File: src/rtl/uart_pkg.sv
// Shared UART definitions: FSM state encoding, idle line level and baud divisor helper.
// Used by both uart_tx and uart_rx.
package uart_pkg;

  typedef enum logic [1:0] {
    S_IDLE  = 2'd0,
    S_START = 2'd1,
    S_DATA  = 2'd2,
    S_STOP  = 2'd3
  } state_e;

  localparam logic LINE_IDLE = 1'b1;

  // Truncating division, so odd clock/baud ratios round the bit time down.
  function automatic int unsigned clks_per_bit(input int unsigned clk_freq,
                                               input int unsigned baud_rate);
    return clk_freq / baud_rate;
  endfunction

endpackage

File: src/rtl/uart_baud_cnt.sv
// Bit-time counter: counts 0..CLKS_PER_BIT-1 while enabled and flags the last clock of each bit.
// Held at zero by clr so every frame starts on a fresh bit boundary.
module uart_baud_cnt #(
  parameter int unsigned CLKS_PER_BIT = 434
) (
  input  logic clk,
  input  logic rst,
  input  logic en,
  input  logic clr,
  output logic bit_end
);

  logic [31:0] cnt_q;
  logic [31:0] cnt_d;

  assign bit_end = (cnt_q == 32'(CLKS_PER_BIT - 1));

  always_comb begin
    cnt_d = cnt_q;
    if (clr) begin
      cnt_d = '0;
    end else if (en) begin
      cnt_d = bit_end ? '0 : cnt_q + 32'd1;
    end
  end

  always_ff @(posedge clk or posedge rst) begin
    if (rst) begin
      cnt_q <= '0;
    end else begin
      cnt_q <= cnt_d;
    end
  end

endmodule

File: src/rtl/uart_tx.sv
// UART transmitter with a one-entry holding buffer so the next byte queues while the
// current frame shifts out; frames run back-to-back, LSB first, idle-high line.
module uart_tx
  import uart_pkg::*;
#(
  parameter int unsigned CLK_FREQ  = 50_000_000,
  parameter int unsigned BAUD_RATE = 115_200,
  parameter int unsigned DATA_BITS = 8,
  parameter int unsigned STOP_BITS = 2
) (
  input  logic       sys_clk,
  input  logic       sys_rst,
  input  logic [7:0] tx_data,
  input  logic       tx_vld,
  output logic       tx_rdy,
  output logic       tx,
  output logic       tx_busy,
  output logic       tx_done
);

  localparam int unsigned CLKS_PER_BIT = clks_per_bit(CLK_FREQ, BAUD_RATE);

  state_e      state_q, state_d;
  logic [7:0]  hold_q, hold_d;
  logic        hold_full_q, hold_full_d;
  logic [7:0]  shift_q, shift_d;
  logic [3:0]  cnt_bit_q, cnt_bit_d;
  logic        tx_q, tx_d;
  logic        bit_end;
  logic        stop_last;
  logic        accept;
  logic        load;

  uart_baud_cnt #(
    .CLKS_PER_BIT(CLKS_PER_BIT)
  ) u_baud (
    .clk    (sys_clk),
    .rst    (sys_rst),
    .en     (state_q != S_IDLE),
    .clr    (state_q == S_IDLE),
    .bit_end(bit_end)
  );

  assign stop_last = (cnt_bit_q == 4'(STOP_BITS - 1));
  assign accept    = tx_vld && !hold_full_q;
  assign tx_rdy    = !hold_full_q;
  assign tx        = tx_q;

  always_ff @(posedge sys_clk or posedge sys_rst) begin
    if (sys_rst) begin
      state_q     <= S_IDLE;
      hold_q      <= '0;
      hold_full_q <= 1'b0;
      shift_q     <= '0;
      cnt_bit_q   <= '0;
      tx_q        <= LINE_IDLE;
    end else begin
      state_q     <= state_d;
      hold_q      <= hold_d;
      hold_full_q <= hold_full_d;
      shift_q     <= shift_d;
      cnt_bit_q   <= cnt_bit_d;
      tx_q        <= tx_d;
    end
  end

  always_comb begin
    state_d   = state_q;
    cnt_bit_d = cnt_bit_q;
    shift_d   = shift_q;
    load      = 1'b0;
    case (state_q)
      S_IDLE: begin
        if (hold_full_q) begin
          load    = 1'b1;
          state_d = S_START;
        end
      end
      S_START: begin
        if (bit_end) begin
          state_d   = S_DATA;
          cnt_bit_d = '0;
        end
      end
      S_DATA: begin
        if (bit_end) begin
          shift_d = shift_q >> 1;
          if (cnt_bit_q == 4'(DATA_BITS - 1)) begin
            state_d   = S_STOP;
            cnt_bit_d = '0;
          end else begin
            cnt_bit_d = cnt_bit_q + 4'd1;
          end
        end
      end
      S_STOP: begin
        if (bit_end) begin
          if (stop_last) begin
            cnt_bit_d = '0;
            // A queued byte starts on the very next clock, leaving no idle gap.
            if (hold_full_q) begin
              load    = 1'b1;
              state_d = S_START;
            end else begin
              state_d = S_IDLE;
            end
          end else begin
            cnt_bit_d = cnt_bit_q + 4'd1;
          end
        end
      end
      default: state_d = S_IDLE;
    endcase
    if (load) begin
      shift_d = hold_q;
    end
    hold_d      = accept ? tx_data : hold_q;
    hold_full_d = accept ? 1'b1 : (load ? 1'b0 : hold_full_q);
  end

  always_comb begin
    case (state_d)
      S_START: tx_d = 1'b0;
      S_DATA:  tx_d = shift_d[0];
      default: tx_d = LINE_IDLE;
    endcase
    tx_busy = (state_q != S_IDLE);
    tx_done = (state_q == S_STOP) && bit_end && stop_last;
  end

endmodule

File: config.mk
export PLATFORM = sky130hd
export DESIGN_NAME = uart_tx
export DESIGN_NICKNAME = d
export VERILOG_FILES = /design/src/rtl/uart_pkg.sv /design/src/rtl/uart_baud_cnt.sv /design/src/rtl/uart_tx.sv
export SDC_FILE = /design/constraint.sdc
export NUM_CORES = 1
export LEC_CHECK = 0
export ABC_AREA = 1
export BUFFER_PORTS_ARGS = -buffer_cell sky130_fd_sc_hd__buf_2
export CAP_MARGIN = 20
export CORE_MARGIN = 8
export CORE_UTILIZATION = 31
export DETAILED_ROUTE_END_ITERATION = 12
export MAX_ROUTING_LAYER = met4
export PLACE_DENSITY = 0.52
export REMOVE_ABC_BUFFERS = 1
export SYNTH_ARGS = -nofsm -noshare
export SYNTH_HDL_FRONTEND = slang
export SYNTH_SLANG_ARGS = --single-unit
File: constraint.sdc
create_clock -name sys_clk -period 2.4 [get_ports sys_clk]
set_input_delay 0.36 -clock sys_clk [delete_from_list [all_inputs] [get_ports sys_clk]]
set_output_delay 0.36 -clock sys_clk [all_outputs]
set_load 0.1 [all_outputs]
Word level (Yosys, flattened, before mapping) --
Index checks and enable logic that the tools add are counted.
Operators by class: add/sub/neg operators 2, mux-type cells 27, reductions and logical operators 13, eq/ne operators 11
Operator list (count):
- $mux 32 | 3
- $add 32x1->32 const B | 1
- $eq 32x9->1 const B | 1
- $mux 8 | 3
- $mux 4 | 5
- $mux 2 | 6
- $pmux 4 s3 | 1
- $reduce_bool 2->1 | 5
- $pmux 2 s4 | 1
- $eq 2x2->1 const B | 3
- $mux 1 | 6
- $ne 2x2->1 const B | 3
- $add 4x1->4 const B | 1
- $eq 2x1->1 const B | 2
- $eq 4x1->1 const B | 1
- $eq 4x3->1 const B | 1
- $pmux 1 s2 | 2
- $reduce_and 4->1 | 1
- $logic_and 1x1->1 | 3
- $reduce_bool 3->1 | 1
- $logic_not 2->1 | 1
- $reduce_and 2->1 | 1
- $logic_not 1->1 | 1
Word-level totals: output and inout bits 4, bits in registers 56, word-level logic and storage cells 61, input bits 11

Longest topological paths before layout --
Gate-level depths: netlist of run 1.
depth after elaboration 6, gate-level depth with buffers 16, gate-level depth less buffers 16

By module --
A second synthesis of run 1 with hierarchy kept.
Unflattened totals: cell total of the unflattened synthesis 507, area total of the unflattened synthesis 3651.0 sq um
By module, submodules not included:
- uart_baud_cnt | area an instance 2322.2 sq um, times used 1, seq. area each 800.8 sq um, cells an instance 356
- uart_tx | area an instance 1328.8 sq um, times used 1, seq. area each 601.8 sq um, cells an instance 151

Worst setup path before layout of run 1 --
No wires, ideal clock.
path type register -> output, start point register u_baud.cnt_q[1], end point output tx_done, required time 2.040 ns, arrival time 1.710 ns, buffers on the path 0, stages on the path, launching flop included 11, setup slack 0.330 ns, cell sequence dfrtp_1 -> inv_1 -> ha_1 -> inv_1 -> nor2_1 -> nand2_1 -> nor2_1 -> nand2_2 -> nor2_4 -> nand3_2 -> inv_1
On the way: cells in the longest elaborated chain, start to end 3
Ends and longest elaborated chain:
- from (decl) | RTL line uart_baud_cnt.sv:13 | logic [31:0] cnt_q;
- from (signal assigned) | RTL line uart_baud_cnt.sv:31 | cnt_q <= cnt_d;
- $eq 32x9->1 | RTL line uart_baud_cnt.sv:16 | assign bit_end = (cnt_q == 32'(CLKS_PER_BIT - 1));
- $logic_and 1x1->1 (2 in series) | RTL line uart_tx.sv:128 | tx_done = (state_q == S_STOP) && bit_end && stop_last;
- to (decl) | RTL line uart_tx.sv:18 | output logic tx_done
Every way passes these cells.

Worst setup path in the final report of run 1 --
Same ends and word-level chain as after synthesis.

==> results of run 1 <==
area by class of cell:
class	instances	area [sq um]
Sequential cell	56	1400
Inverter	60	225
Multi-Input combinational cell	323	1750
Clock buffer	8	90.1
Timing Repair Buffer	19	123
Tap cell	140	175
Fill cell	1141	7030
flip-flops by register name, indices dropped and copies added (netlist names):
| signal | flops |
|---|---|
| u_baud.cnt_q | 32 |
| hold_q | 8 |
| shift_q | 8 |
| cnt_bit_q | 4 |
| state_q | 2 |
| hold_full_q | 1 |
| tx | 1 |
what timing repair did:
item / CTS / global route
endpoints found under the setup margin: 0 / 1
gates resized for setup: 0 / 1
endpoints found under the hold margin: 0 / 0
Yosys cell counts (5+ instances only):
master   instances  area (sq um)
inv_2            5          18.8
nor3_1          24           120
a21oi_1         11          55.1
o21ai_0         14          70.1
nand2_1         80           300
mux2_2           7          78.8
xor2_1           8          70.1
nand2_2          9          56.3
inv_1           55           206
nor3_2           5          50.1
dfrtp_1         55          1380
nand4_1         13          81.3
nand3_1         29           145
nor2_1          78           293
ha_1             9           113
per-stage QoR:
| stage | cell area (sq um) | hold WS, ps | total power [mW] |
|---|---|---|---|
| after CTS | 3770 | 23.4 | 1.69 |
| after floorplan | 3380 | 444 | 1.10 |
| after global placement | 3680 | 373 | 1.13 |
| after global routing | 3770 | 53.0 | 1.74 |
| final | 3770 | 16.4 | 1.66 |
| after detailed placement | 3680 | 377 | 1.14 |
metal layers:
metal | wire, um | share of wire | vias to the layer above
li1 | - | - | 1478
met1 | 3920 | 0.50 | 1354
met2 | 3660 | 0.46 | 27
met3 | 175 | 0.022 | 9
met4 | 117 | 0.015 | 0
met5 | 0 | 0 | -
power by group through the flow:
stage	logic, mW	clock network [mW]	registers (mW)
6_report	0.0971	0.545	1.02
5_1_grt	0.109	0.603	1.02
4_1_cts	0.101	0.573	1.02
3_5_place_dp	0.101	0	1.04
3_3_place_gp	0.0991	0	1.04
2_1_floorplan	0.0737	0	1.03
final timing paths:
| kind | from | to | slack (ps) | cells past startpoint |
|---|---|---|---|---|
| worst max-delay path | u_baud.cnt_q[1] | tx_done | 160 | 11 |
| worst min-delay path | sys_rst | hold_q[2] | 20 | 2 |
| worst max register to register | u_baud.cnt_q[1] | tx | 430 | 16 |
| worst min register to register | hold_q[7] | shift_q[7] | 480 | 2 |
| max in group asynchronous | sys_rst | shift_q[1] | 1760 | 3 |
| min in group sys_clk | tx_data[2] | hold_q[2] | 260 | 2 |
worst max-delay path: stages (launching register included):
cell     delay, ps
dfrtp_1        410
inv_1           70
ha_1           160
inv_1           60
nor2_1          90
nand2_1         50
nor2_1         110
nand2_2         80
nor2_4         140
nand3_2        120
inv_2           90
buf_12         170
kinds of logic after synthesis:
logic type      after synthesis  synth area share
mux                           7            0.0231
compound gates               35            0.0561
simple gates                261             0.373
flops                        56             0.411
xor+xnor                     11            0.0282
buf+inv                      66            0.0759
fa+ha+maj                     9            0.0330
==> reports/metrics.csv, run 1 <==
metric,value,unit
cts_tree,built,
gp_congestion,0.860,
grt_busiest_layer,met2,
synthDistinctLibCells,38,
boundaryPins,15,
cts.clk_slew.worst_paths,100,ps
cts_buffer_depth,2,
grt_usage,0.119,
relSlewSlack,0.666,
ys.warnings.count,0,
avgSynthCellArea,7.67,sq um
met1_usage,0.156,
finalClockSkew,11.7,ps
clock-root-buffer,clkbuf_8,
pwr-share-comb,0.058,
worstSetupPathType,flop to primary output,
hp-class,input pin to asynchronous set/reset pin,
yosys_register_bits,56,
critPathArrivalTime,1880,ps
portBuffers,14,
worstMarginPinSlew,496,ps
grt_pass1_wl,13800,um
finalSetupTns,0,ps
drive_above_1_share,0.155,
ant_nets,0,
worstSkewPairLatency,320,ps
grt_pass1_vias,2860,
final_common_cell,nand2_1,
dieArea,0.0146,sq mm
area_growth,10.4,%
antenna_cells,0,
p_leak,1.78,nW
ys_seq_area_frac,0.411,
cp_max_fo,5,
start_kind,flop,
cts.sinks,56,
use_met2,0.183,
slew_violations,0,
grt_max_degree,21,
wl_per_cell,13.0,um
drt_iter0_drc,114,
cts_buffers,5,
synth_cells,445,
vias_per_cell,4.73,
start_util,0.316,
core,0.0108,sq mm
p_per_area,441,mW/mm^2
dp_cells,598,
finalSetupViolations,0,
rows,38,
required,2040,ps
grt_overflow,0,
die_w,121,um
use_met3,0.0195,
switching_power,0.387,mW
drcViolationCount,0,
vias,2868,
cts_hold_buf,0,
post-dp-hpwl,6180,um
async_reset_ff_frac,1.00,
finalNonFillerCells,606,
utilization,0.349,
p_seq_frac,0.613,
die-height,121,um
ir_drop,0.187,mV
post_cts_buffers,0,
dr.pass1.iters,4,
intPower,1.27,mW
wl,7870,um
fin_crit,2240,ps
status,finished clean,
drv_cap,0,
pre_cts_ws,466,ps
setup_ws,164,ps
ctsHtreeMaxLevel,2,
hold_viol,0,
synth_edf_count,0,
finalCritPeriodShare,0.932,
nets,485,
synth_flop_cell,dfrtp_1,
synthesis.area,0.00341,sq mm
swShare,0.233,
end_kind,primary output,
clock_power_share,0.328,
layout_common_cells,"nand2_1 (80), nor2_1 (78), dfrtp_1 (55)",
max_freq,0.447,GHz
rsz0062_at_grt,false,
antenna_found_initial,0,
No activity file was read; power rests on OpenSTA's default activity.
==> inputs of run 2 (changes only) <==
--- a/config.mk
+++ b/config.mk
@@ -6,11 +6,13 @@
 export NUM_CORES = 1
 export LEC_CHECK = 0
 export ABC_AREA = 1
+export ABC_CLOCK_PERIOD_IN_PS = 2400
 export BUFFER_PORTS_ARGS = -buffer_cell sky130_fd_sc_hd__buf_2
 export CAP_MARGIN = 20
 export CORE_MARGIN = 8
 export CORE_UTILIZATION = 31
 export DETAILED_ROUTE_END_ITERATION = 12
+export GPL_TIMING_DRIVEN = 0
 export MAX_ROUTING_LAYER = met4
 export PLACE_DENSITY = 0.52
 export REMOVE_ABC_BUFFERS = 1
==> reports/metrics.csv, run 2 (same netlist as run 1, synthesis figures left out) <==
metric,value,unit,change
regMostFlops,u_baud.cnt_q,,unchanged
status,finished clean,,unchanged
wl_per_cell,13.0,um,about the same
reg_top3,"u_baud.cnt_q: 32 flops, hold_q: 8 flops, shift_q: 8 flops",,unchanged
cts_tree,built,,unchanged
whs,13.1,ps,was 16.4 ps
power,1.65,mW,was 1.66 mW
finalCritPeriodShare,0.960,,was 0.932
hold_viol,0,,unchanged
finalNonFillerCells,604,,was 606
regToRegStartpoint,state_q[0],,was u_baud.cnt_q[1]
place_area,0.00364,sq mm,was 0.00368 sq mm
wl,7820,um,was 7870 um
rows,38,,unchanged
dr.pass1.iters,4,,unchanged
slew_violations,0,,unchanged
hp-class,input pin to asynchronous set/reset pin,,unchanged
start_util,0.316,,unchanged
drive_above_1_share,0.153,,was 0.155
required,2040,ps,about the same
antenna_cells,0,,unchanged
setup.worst_path.start,u_baud.cnt_q[19],,was u_baud.cnt_q[1]
die_w,121,um,unchanged
grt_max_degree,41,,was 21
drcViolationCount,0,,unchanged
grt_overflow,0,,unchanged
antenna_found_initial,0,,unchanged
dieArea,0.0146,sq mm,unchanged
worstSetupPathType,flop to primary output,,unchanged
grt_usage,0.113,,was 0.119
switching_power,0.380,mW,was 0.387 mW
nets,483,,was 485
r2r_end,u_baud.cnt_q[19],,was tx
critPathArrivalTime,1940,ps,was 1880 ps
intPower,1.27,mW,about the same
drt_iter0_drc,99,,was 114
max_freq,0.434,GHz,was 0.447 GHz
area_growth,10.3,%,was 10.4%
gp_congestion,0.872,,was 0.860
rrSetupSlack,160,ps,was 430 ps
worstMarginPinSlew,606,ps,was 496 ps
worstSetupEndpoint,tx_done,,unchanged
vias,2833,,was 2868
r2r_cells,8,,was 16
cts.sinks,56,,unchanged
final_common_cell,nand2_1,,unchanged
p_seq_frac,0.614,,was 0.613
dp_cells,594,,was 598
p_per_area,439,mW/mm^2,was 441 mW/mm^2
finalSetupViolations,0,,unchanged
swShare,0.230,,was 0.233
cp_max_fo,5,,unchanged
end_kind,primary output,,unchanged
clock-root-buffer,clkbuf_8,,unchanged
layout_common_cells,"nand2_1 (80), nor2_1 (77), dfrtp_1 (55)",,"was nand2_1 (80), nor2_1 (78), dfrtp_1 (55)"
pwr-share-comb,0.059,,was 0.058
rsz0062_at_grt,true,,was false
post-dp-hpwl,6000,um,was 6180 um
largest_register_ffs,32,,unchanged
finalSetupTns,0,ps,unchanged
core,0.0108,sq mm,unchanged
fillers,1153,,was 1141
cts_buffers,5,,unchanged
grt_pass1_vias,2755,,was 2860
relSlewSlack,0.596,,was 0.666
drv_cap,0,,unchanged
start_kind,flop,,unchanged
stdcell_area,0.00377,sq mm,about the same
portBuffers,14,,unchanged
boundaryPins,15,,unchanged
worstSkewPairLatency,310,ps,was 320 ps
finalClockSkew,10.9,ps,was 11.7 ps
clock_power_share,0.327,,was 0.328
ant_nets,0,,unchanged
ctsHtreeMaxLevel,2,,unchanged
p_leak,1.77,nW,was 1.78 nW
cts.clk_slew.worst_paths,100,ps,about the same
grt_pass1_wl,13200,um,was 13800 um
fin_crit,2300,ps,was 2240 ps
cts_buffer_depth,2,,unchanged
ir_drop,0.227,mV,was 0.187 mV
die-height,121,um,unchanged
vias_per_cell,4.69,,was 4.73
run 2: area by class of cell:
type	count	area, sq um	area share
multi-input cells	323	1750	0.466
flip-flops and latches	56	1400	0.372
inverters	60	229	0.0608
well taps	140	175	0.0465
repair buffers	17	115	0.0306
clock buffers	8	90.1	0.0239
run 2: power by group through the flow:
stage	Clock (mW)	Combinational [mW]	Sequential [mW]
after floorplan	0	0.0737	1.03
after global placement	0	0.0943	1.03
after detailed placement	0	0.101	1.04
after CTS	0.565	0.102	1.02
after global routing	0.603	0.112	1.02
final	0.541	0.0978	1.02
run 2: how the worst min path moves through the flow:
stage	end	slack [ps]	depth (start not counted)
after global placement	shift_q[7]	470	2
after CTS	hold_q[2]	30	2
after global routing	hold_q[2]	50	2
after detailed placement	hold_q[7]	370	2
final	hold_q[2]	10	2
after floorplan	shift_q[7]	440	2
run 2: critical path, stage by stage, from the launching register on:
cell	delay [ps]
dfrtp_1	430
nor2_1	310
nand2_1	110
nor2_2	120
nand2_2	80
nor2_4	170
nand3_2	110
inv_1	100
buf_8	200
run 2: per-layer routing:
metal	up-vias	track usage	routed length (um)
li1	1476	-	-
met1	1334	0.153	4050
met2	18	0.173	3560
met3	5	0.0172	151
met4	0	0.0258	66
met5	-	-	0
run 2: per-stage QoR:
step	util	worst slack, ps
6_report	0.349	96.0
5_1_grt	0.349	-62.1
4_1_cts	0.347	32.2
3_5_place_dp	0.338	-196
3_3_place_gp	0.336	-190
2_1_floorplan	-	276
run 2: repair_timing:
action                     CTS  global route
setup buffers                0             2
hold buffers                 0             0
setup endpoints to repair   14             4
resized for setup            2             3
